**src/rtl/vga_timing_pkg.sv**
```systemverilog
// Shared constants, types and helpers for the VGA raster timing generator.
package vga_timing_pkg;

  // 640x480@60 from a 25 MHz pixel clock
  localparam int unsigned DefResX       = 640;
  localparam int unsigned DefHFrontPorch = 16;
  localparam int unsigned DefHPulse     = 96;
  localparam int unsigned DefHBackPorch = 48;
  localparam int unsigned DefResY       = 480;
  localparam int unsigned DefVFrontPorch = 10;
  localparam int unsigned DefVPulse     = 2;
  localparam int unsigned DefVBackPorch = 33;
  localparam int unsigned DefBitsX      = 10;
  localparam int unsigned DefBitsY      = 10;

  // Sync polarity: the level driven while the pulse is active
  localparam bit SyncActiveLow  = 1'b0;
  localparam bit SyncActiveHigh = 1'b1;

  localparam int unsigned MaxSyncDelay = 8;

  // One stage of the sync/blank delay line, in active-high form
  typedef struct packed {
    logic hs;
    logic vs;
    logic blank;
  } sync_bus_t;

  // Idle level of a stage: no sync pulses, blanked
  localparam sync_bus_t SyncIdle = '{hs: 1'b0, vs: 1'b0, blank: 1'b1};

  // Total pixels per line / lines per frame
  function automatic int unsigned calc_h_total(int unsigned res, int unsigned fp,
                                               int unsigned pulse, int unsigned bp);
    return res + fp + pulse + bp;
  endfunction

  function automatic int unsigned calc_v_total(int unsigned res, int unsigned fp,
                                               int unsigned pulse, int unsigned bp);
    return res + fp + pulse + bp;
  endfunction

  // True when a counter of the given width can hold 0..total-1
  function automatic bit total_fits(int unsigned total, int unsigned bits);
    return 64'(total) <= (64'd1 << bits);
  endfunction

endpackage

```
**src/rtl/sync_delay_line.sv**
```systemverilog
// Enabled shift register of configurable depth and width with a synchronous
// reset value; used to align control signals with a pipelined data path.
module sync_delay_line
  import vga_timing_pkg::*;
#(
  parameter int unsigned Depth    = 1,
  parameter int unsigned Width    = 1,
  parameter logic [Width-1:0] ResetVal = '0
) (
  input  logic             clk_i,
  input  logic             rst_i,
  input  logic             ena_i,
  input  logic [Width-1:0] din_i,
  output logic [Width-1:0] dout_o
);

  if (Depth < 1 || Depth > MaxSyncDelay) begin : g_bad_depth
    $error("sync_delay_line: Depth must be in 1..8");
  end

  logic [Depth-1:0][Width-1:0] stage_q, stage_d;

  // Shift one stage per enabled cycle, otherwise hold
  always_comb begin
    stage_d = stage_q;
    if (ena_i) begin
      stage_d[0] = din_i;
      for (int unsigned i = 1; i < Depth; i++) begin
        stage_d[i] = stage_q[i-1];
      end
    end
  end

  // Stage registers; reset loads every stage with the idle value
  always_ff @(posedge clk_i) begin
    if (rst_i) begin
      stage_q <= {Depth{ResetVal}};
    end else begin
      stage_q <= stage_d;
    end
  end

  assign dout_o = stage_q[Depth-1];

endmodule

```
**src/rtl/vga_timing_gen.sv**
```systemverilog
// Programmable VGA raster timing generator. beam_x/beam_y address the pixel
// source; syncs and blank are delayed by C_sync_delay enabled cycles so they
// line up with colour coming out of a pipelined pixel path.
module vga_timing_gen
  import vga_timing_pkg::*;
#(
  parameter int unsigned C_resolution_x      = DefResX,
  parameter int unsigned C_hsync_front_porch = DefHFrontPorch,
  parameter int unsigned C_hsync_pulse       = DefHPulse,
  parameter int unsigned C_hsync_back_porch  = DefHBackPorch,
  parameter int unsigned C_resolution_y      = DefResY,
  parameter int unsigned C_vsync_front_porch = DefVFrontPorch,
  parameter int unsigned C_vsync_pulse       = DefVPulse,
  parameter int unsigned C_vsync_back_porch  = DefVBackPorch,
  parameter bit          C_hsync_polarity    = SyncActiveLow,
  parameter bit          C_vsync_polarity    = SyncActiveLow,
  parameter int unsigned C_bits_x            = DefBitsX,
  parameter int unsigned C_bits_y            = DefBitsY,
  parameter int unsigned C_sync_delay        = 1
) (
  input  logic                clk_pixel,
  input  logic                reset,
  input  logic                clk_pixel_ena,
  output logic [C_bits_x-1:0] beam_x,
  output logic [C_bits_y-1:0] beam_y,
  output logic                line_start,
  output logic                frame_start,
  output logic                vga_hsync,
  output logic                vga_vsync,
  output logic                vga_blank,
  output logic                vga_de
);

  localparam int unsigned HTotal = calc_h_total(C_resolution_x, C_hsync_front_porch,
                                                C_hsync_pulse, C_hsync_back_porch);
  localparam int unsigned VTotal = calc_v_total(C_resolution_y, C_vsync_front_porch,
                                                C_vsync_pulse, C_vsync_back_porch);

  if (!total_fits(HTotal, C_bits_x)) begin : g_bad_bits_x
    $error("vga_timing_gen: C_bits_x too narrow for H_total");
  end
  if (!total_fits(VTotal, C_bits_y)) begin : g_bad_bits_y
    $error("vga_timing_gen: C_bits_y too narrow for V_total");
  end
  if (C_resolution_x < 1 || C_resolution_y < 1 || C_hsync_pulse < 1 || C_vsync_pulse < 1)
  begin : g_bad_geometry
    $error("vga_timing_gen: resolutions and sync pulses must be non-zero");
  end

  // Inclusive bounds, so no constant ever needs to hold 2**C_bits
  localparam logic [C_bits_x-1:0] HLast      = C_bits_x'(HTotal - 1);
  localparam logic [C_bits_x-1:0] HVisLast   = C_bits_x'(C_resolution_x - 1);
  localparam logic [C_bits_x-1:0] HSyncFirst = C_bits_x'(C_resolution_x + C_hsync_front_porch);
  localparam logic [C_bits_x-1:0] HSyncLast  =
      C_bits_x'(C_resolution_x + C_hsync_front_porch + C_hsync_pulse - 1);

  localparam logic [C_bits_y-1:0] VLast      = C_bits_y'(VTotal - 1);
  localparam logic [C_bits_y-1:0] VVisLast   = C_bits_y'(C_resolution_y - 1);
  localparam logic [C_bits_y-1:0] VSyncFirst = C_bits_y'(C_resolution_y + C_vsync_front_porch);
  localparam logic [C_bits_y-1:0] VSyncLast  =
      C_bits_y'(C_resolution_y + C_vsync_front_porch + C_vsync_pulse - 1);

  logic [C_bits_x-1:0] beam_x_q, beam_x_d;
  logic [C_bits_y-1:0] beam_y_q, beam_y_d;
  logic                x_wrap, y_wrap;

  sync_bus_t           sync_stage0;
  sync_bus_t           sync_dly;

  // Next raster position: x counts every enabled cycle, y on each x wrap
  always_comb begin
    x_wrap   = (beam_x_q == HLast);
    y_wrap   = (beam_y_q == VLast);
    beam_x_d = beam_x_q;
    beam_y_d = beam_y_q;
    if (clk_pixel_ena) begin
      if (x_wrap) begin
        beam_x_d = '0;
        beam_y_d = y_wrap ? '0 : beam_y_q + 1'b1;
      end else begin
        beam_x_d = beam_x_q + 1'b1;
      end
    end
  end

  // Raster counters; reset restarts the frame even mid-frame
  always_ff @(posedge clk_pixel) begin
    if (reset) begin
      beam_x_q <= '0;
      beam_y_q <= '0;
    end else begin
      beam_x_q <= beam_x_d;
      beam_y_q <= beam_y_d;
    end
  end

  // Stage-0 decode of the current position, active-high
  always_comb begin
    sync_stage0       = SyncIdle;
    sync_stage0.blank = (beam_x_q > HVisLast) || (beam_y_q > VVisLast);
    sync_stage0.hs    = (beam_x_q >= HSyncFirst) && (beam_x_q <= HSyncLast);
    sync_stage0.vs    = (beam_y_q >= VSyncFirst) && (beam_y_q <= VSyncLast);
  end

  sync_delay_line #(
    .Depth    (C_sync_delay),
    .Width    ($bits(sync_bus_t)),
    .ResetVal (SyncIdle)
  ) u_sync_delay (
    .clk_i  (clk_pixel),
    .rst_i  (reset),
    .ena_i  (clk_pixel_ena),
    .din_i  (sync_stage0),
    .dout_o (sync_dly)
  );

  // Outputs: polarity applied after the delay line; pulses only on enabled cycles
  always_comb begin
    beam_x      = beam_x_q;
    beam_y      = beam_y_q;
    line_start  = clk_pixel_ena && (beam_x_q == '0);
    frame_start = clk_pixel_ena && (beam_x_q == '0) && (beam_y_q == '0);
    vga_hsync   = sync_dly.hs ^ ~C_hsync_polarity;
    vga_vsync   = sync_dly.vs ^ ~C_vsync_polarity;
    vga_blank   = sync_dly.blank;
    vga_de      = ~sync_dly.blank;
  end

endmodule

```
**config.mk**
```make
export PLATFORM = sky130hd
export DESIGN_NAME = vga_timing_gen
export DESIGN_NICKNAME = d
export VERILOG_FILES = /design/src/rtl/vga_timing_pkg.sv /design/src/rtl/sync_delay_line.sv /design/src/rtl/vga_timing_gen.sv
export SDC_FILE = /design/constraint.sdc
export NUM_CORES = 1
export LEC_CHECK = 0
export CORE_MARGIN = 5
export CORE_UTILIZATION = 50
export CTS_CLUSTER_DIAMETER = 150
export DETAILED_ROUTE_END_ITERATION = 16
export GPL_TIMING_DRIVEN = 0
export PLACE_DENSITY_LB_ADDON = 0.15
export SLEW_MARGIN = 0
export SYNTH_ARGS = -nofsm -noshare
export SYNTH_HDL_FRONTEND = slang
export SYNTH_HIERARCHICAL = 1
export SYNTH_SLANG_ARGS = --single-unit
```
**constraint.sdc**
```tcl
create_clock -name clk_pixel -period 5.8 [get_ports clk_pixel]
set_clock_uncertainty 0.2 [all_clocks]
set_input_delay 1.16 -clock clk_pixel [delete_from_list [all_inputs] [get_ports clk_pixel]]
set_output_delay 1.16 -clock clk_pixel [all_outputs]
set_load 0.1 [all_outputs]
```
# Yosys cells after proc, flatten, opt, wreduce, memory -nomap -nowiden
# Cells that the tools add are included.
# W data, S select, Z words.
# totals
regBits,23
input_bits,3
# classes
n_reduce_logical,8
n_bitwise,3
order_cmp,6
muxes,2
eq_ne,2
addsub,2
# ops
operator,count
$add A10 B1 Y10 const B,2
$eq A10 B10 Y1 const B,2
$logic_not A10 Y1,2
$mux W10,2
$ge A10 B10 Y1 const B,1
$ge A10 B9 Y1 const B,1
$gt A10 B10 Y1 const B,1
$gt A10 B9 Y1 const B,1
$le A10 B10 Y1 const B,1
$le A10 B9 Y1 const B,1
$logic_and A1 B1 Y1,4
$not A1 Y1,3
$reduce_and A2 Y1,1
$logic_or A1 B1 Y1,1

# Longest topological paths before layout
# depth
ltp_word,3
mapped_depth,7
depth_no_buf,6

# Modules after synthesis
# The synthesis kept the hierarchy.
# by_module_without_submodules
module,seq_area_each_um2,n_inst,area_per_inst_um2,cells_each
vga_timing_gen,400.4,1,1121.1,136
sync_delay_line,60.1,1,102.6,9

# Worst setup path after synthesis
# No wires, ideal clock.
# synth_path
path_kind,input-to-output
start,in clk_pixel_ena
end,out frame_start
path_buffers,1
setup_slack_ns,1.311
required_ns,4.440
path_stages,3
arrival_ns,3.129
path_cell_list,buf_2 > and4b_1 > and4_1
# synth_via
elab_chain_cells,2
# synth_rtl
item,line_no,text
"start, declared",vga_timing_gen.sv:23,"input logic clk_pixel_ena,"
$logic_and A1 B1 Y1,-,
via line_start,vga_timing_gen.sv:26,"output logic line_start,"
$logic_and A1 B1 Y1,vga_timing_gen.sv:122,frame_start = clk_pixel_ena && (beam_x_q == '0) && (beam_y_q == '0);
"end, declared",vga_timing_gen.sv:27,"output logic frame_start,"
# The timed path passes the listed nets, and every way through them passes these cells.

# Worst setup path after layout
# layout_path
start,in clk_pixel_ena
end,out frame_start
# layout_via
elab_chain_cells,2
# layout_rtl
item,line_no
$logic_and A1 B1 Y1 (2 in series),vga_timing_gen.sv:122
# Every way passes these cells.

==> impl_metrics.ini <==
[clock_tree]
clk_pin_slew_ns = 0.12
clockBufferDepth = 2
cts-resized-gates = 0
cts_tree = done
h-tree-depth = 1
postCtsSetupBuffers = 0
clock-sinks = 23
cts_hold_buffers = 0
numCtsBuffers = 3
insertion_delay_ns = 0.30
cts-root-buf = clkbuf_4

[hold_path]
holdPathEnd = u_sync_delay/dout_o[1]$_SDFFE_PP0P_
hp-class = register to register
worstHoldPathCells = 2
min_from = u_sync_delay/dout_o[1]$_SDFFE_PP0P_

[sta]
max_freq_mhz = 203
slew_violations = 0
setup-tns-final_ns = 0
fin_crit_ns = 4.93
tightest_slew_ns = 0.999
maxSlewHeadroom_pct = 33.2
report.final.hold_viol_count = 0
rsz0062_at_grt = false
fin_crit_sh_pct = 85.1
finalSetupViolations = 0

[setup_path]
slowest_delay_ns = 1.13
cp_common_cell = clkdlybuf4s50_1
cp_data_required_time_ns = 4.44
critPathSlowestCell = clkdlybuf4s50_1
path_delay_family = buffers and inverters
r2r-start = beam_x[6]$_SDFFE_PP0P_
reg2regPathDepth = 6
arrival_ns = 3.57
worstSetupStartpointType = primary input
rrSetupSlack_ns = 3.78
crit_chain = clkdlybuf4s50_1 > buf_2 > and4b_1 > and4_1 > clkdlybuf4s50_1
path_max_fanout = 8
critPathKind = primary input to primary output
r2r-end = beam_y[8]$_SDFFE_PP0P_
end_kind = primary output
worst-path-buf-inv = 3

[layout]
post-route-util_pct = 65.1
final_design_area_no_fill_um2 = 1570
layout_commonest_cell = clkdlybuf4s50_1
finalNetCount = 186
drive_above_1_share_pct = 5.08
area_growth_pct = 28.1
final_cell_mix = clkdlybuf4s50_1, dfxtp_1, nor2_1
insertedDiodeCount = 0

[job]
cap_violations = 0

[floorplanning]
io_pins = 29
fp.coreArea_um2 = 2410
placement_rows = 18
die_area_um2 = 3540
die_y_um = 59.5
start_util_pct = 50.8
fp.dieW_um = 59.5

[grt]
grt_pass1_wl_mm = 4.75
grt_pass1_vias = 1087
grt-ovfl-total = 0
track_usage_pct = 17.3
grt_max_degree = 13
grt_antenna_before_repair = 0

[synthesis]
ys_warn_count = 6
syn-instance-count = 145
ys_ff_latch = 23
yosysSeqAreaShare_pct = 37.6
synth_area_um2 = 1220
netlist-cell-type-count = 33
syn_avg_cell_area_um2 = 8.44
synth_nets = 153

[placement]
dpl_cell_area_um2 = 1540
portBuffers = 28
dp_hpwl_mm = 2.22
gp_congestion = 0.816

[pwr]
p_leak_nw = 0.541
totalPowerFinal_mw = 0.289
vdd_drop_max_mv = 0.116
powerDensity_nw_per_um2 = 185

[route]
final_antenna_net_count = 0
drt_iter0_drc = 46
dr_wl_met2_mm = 1.54
first_pass_iters = 4
route.detailed.drc = 0
drt-met1-wl_mm = 1.24
routed.top_layer = met4
wl_met3_um = 133
wl_per_cell_um = 14.2
routed-via-count = 1161
routed_wl_mm = 2.93
viasPerCell = 5.61

[run_status]
outcome = complete, no violations
## Yosys cell counts
cell type  count  area (um^2)
xor2_1         5         43.8
and4_1         3         26.3
buf_6          1         11.3
nand2_1        8         30.0
ha_1           5         62.6
and3_1         4         25.0
nand3b_1       2         15.0
mux2i_1        3         30.0
and2_1         1         6.26
a21oi_1       10         50.1
clkbuf_1       1         3.75
nor4b_1        2         17.5
nor2_1        14         52.6
and4b_1        1         10.0
o21bai_1       1         7.51
buf_4          1         7.51
o21ai_0        9         45.0
nor3_1         4         20.0
o31ai_1        1         7.51
or4_1          1         7.51
nor2b_1        2         12.5
nand3_1        7         35.0
or3_1          6         37.5
xnor2_1        4         35.0
dfxtp_1       23          460
a211o_1        1         8.76
nor4_1         3         18.8
nor4b_4        1         23.8
buf_2          3         15.0
nand4_1        8         50.1
inv_1          8         30.0
or4b_1         1         10.0
or2b_1         1         7.51
## worst max-delay path by stage
stage / startpoint / to / slack, ns / cells past startpoint
6_report: clk_pixel_ena / frame_start / 0.87 / 5
5_1_grt: clk_pixel_ena / frame_start / 0.80 / 5
4_1_cts: clk_pixel_ena / frame_start / 0.86 / 5
3_5_place_dp: clk_pixel_ena / frame_start / 0.86 / 5
3_3_place_gp: clk_pixel_ena / frame_start / 0.89 / 5
2_1_floorplan: clk_pixel_ena / frame_start / 1.31 / 3
## worst register-to-register path: stages (launching register included)
cell and delay, ns:
dfxtp_1 0.33, buf_4 0.16, nor4b_4 0.26, nand4_1 0.14, buf_2 0.21, o21bai_1 0.49, a21oi_1 0.10
## logic make-up after synthesis
kind of cell	Yosys count	synth area share, %
muxes	3	2.45
xor gates and xnor gates	9	6.44
buffers and inverters	14	5.52
DFF	23	37.6
AOI/OAI and AO/OA	22	9.71
and+or+nand+nor	69	33.1
adders and majority gates	5	5.11
## layer usage
| layer | track usage (%) | up-vias |
|---|---|---|
| li1 | - | 585 |
| met2 | 32.6 | 22 |
| met1 | 19.2 | 552 |
| met3 | 2.40 | 2 |
| met5 | 0 | - |
| met4 | 6.80 | 0 |
## flip-flops by register name, summed over array words and instances, names as in the netlist
| signal | flops |
|---|---|
| beam_x | 10 |
| beam_y | 10 |
| u_sync_delay/dout_o | 3 |
## power by group
part / switching [mW] / leakage [nW] / internal (mW)
Combinational: 0.0401 / 0.340 / 0.0134
Sequential: 0.00281 / 0.186 / 0.160
Clock: 0.0464 / 0.0150 / 0.0268
Total: 0.0893 / 0.541 / 0.200
## stage by stage
stage | instances | worst slack [ns] | hold slack, ns
after floorplan | 145 | 1.31 | 0.260
after global placement | 203 | 0.887 | 0.278
after detailed placement | 203 | 0.862 | 0.286
after CTS | 207 | 0.858 | 0.316
after global routing | 207 | 0.798 | 0.347
final | 207 | 0.867 | 0.314
## final cells by class
class / instances / area (um^2)
fill: 226 / 842
multi-input combinational: 108 / 696
inverter: 8 / 30.0
buffer: 6 / 37.5
sequential: 23 / 460
tap: 30 / 37.5
timing repair buffer: 28 / 280
clock buffer: 4 / 26.3
(Power assumes the default switching activity.)
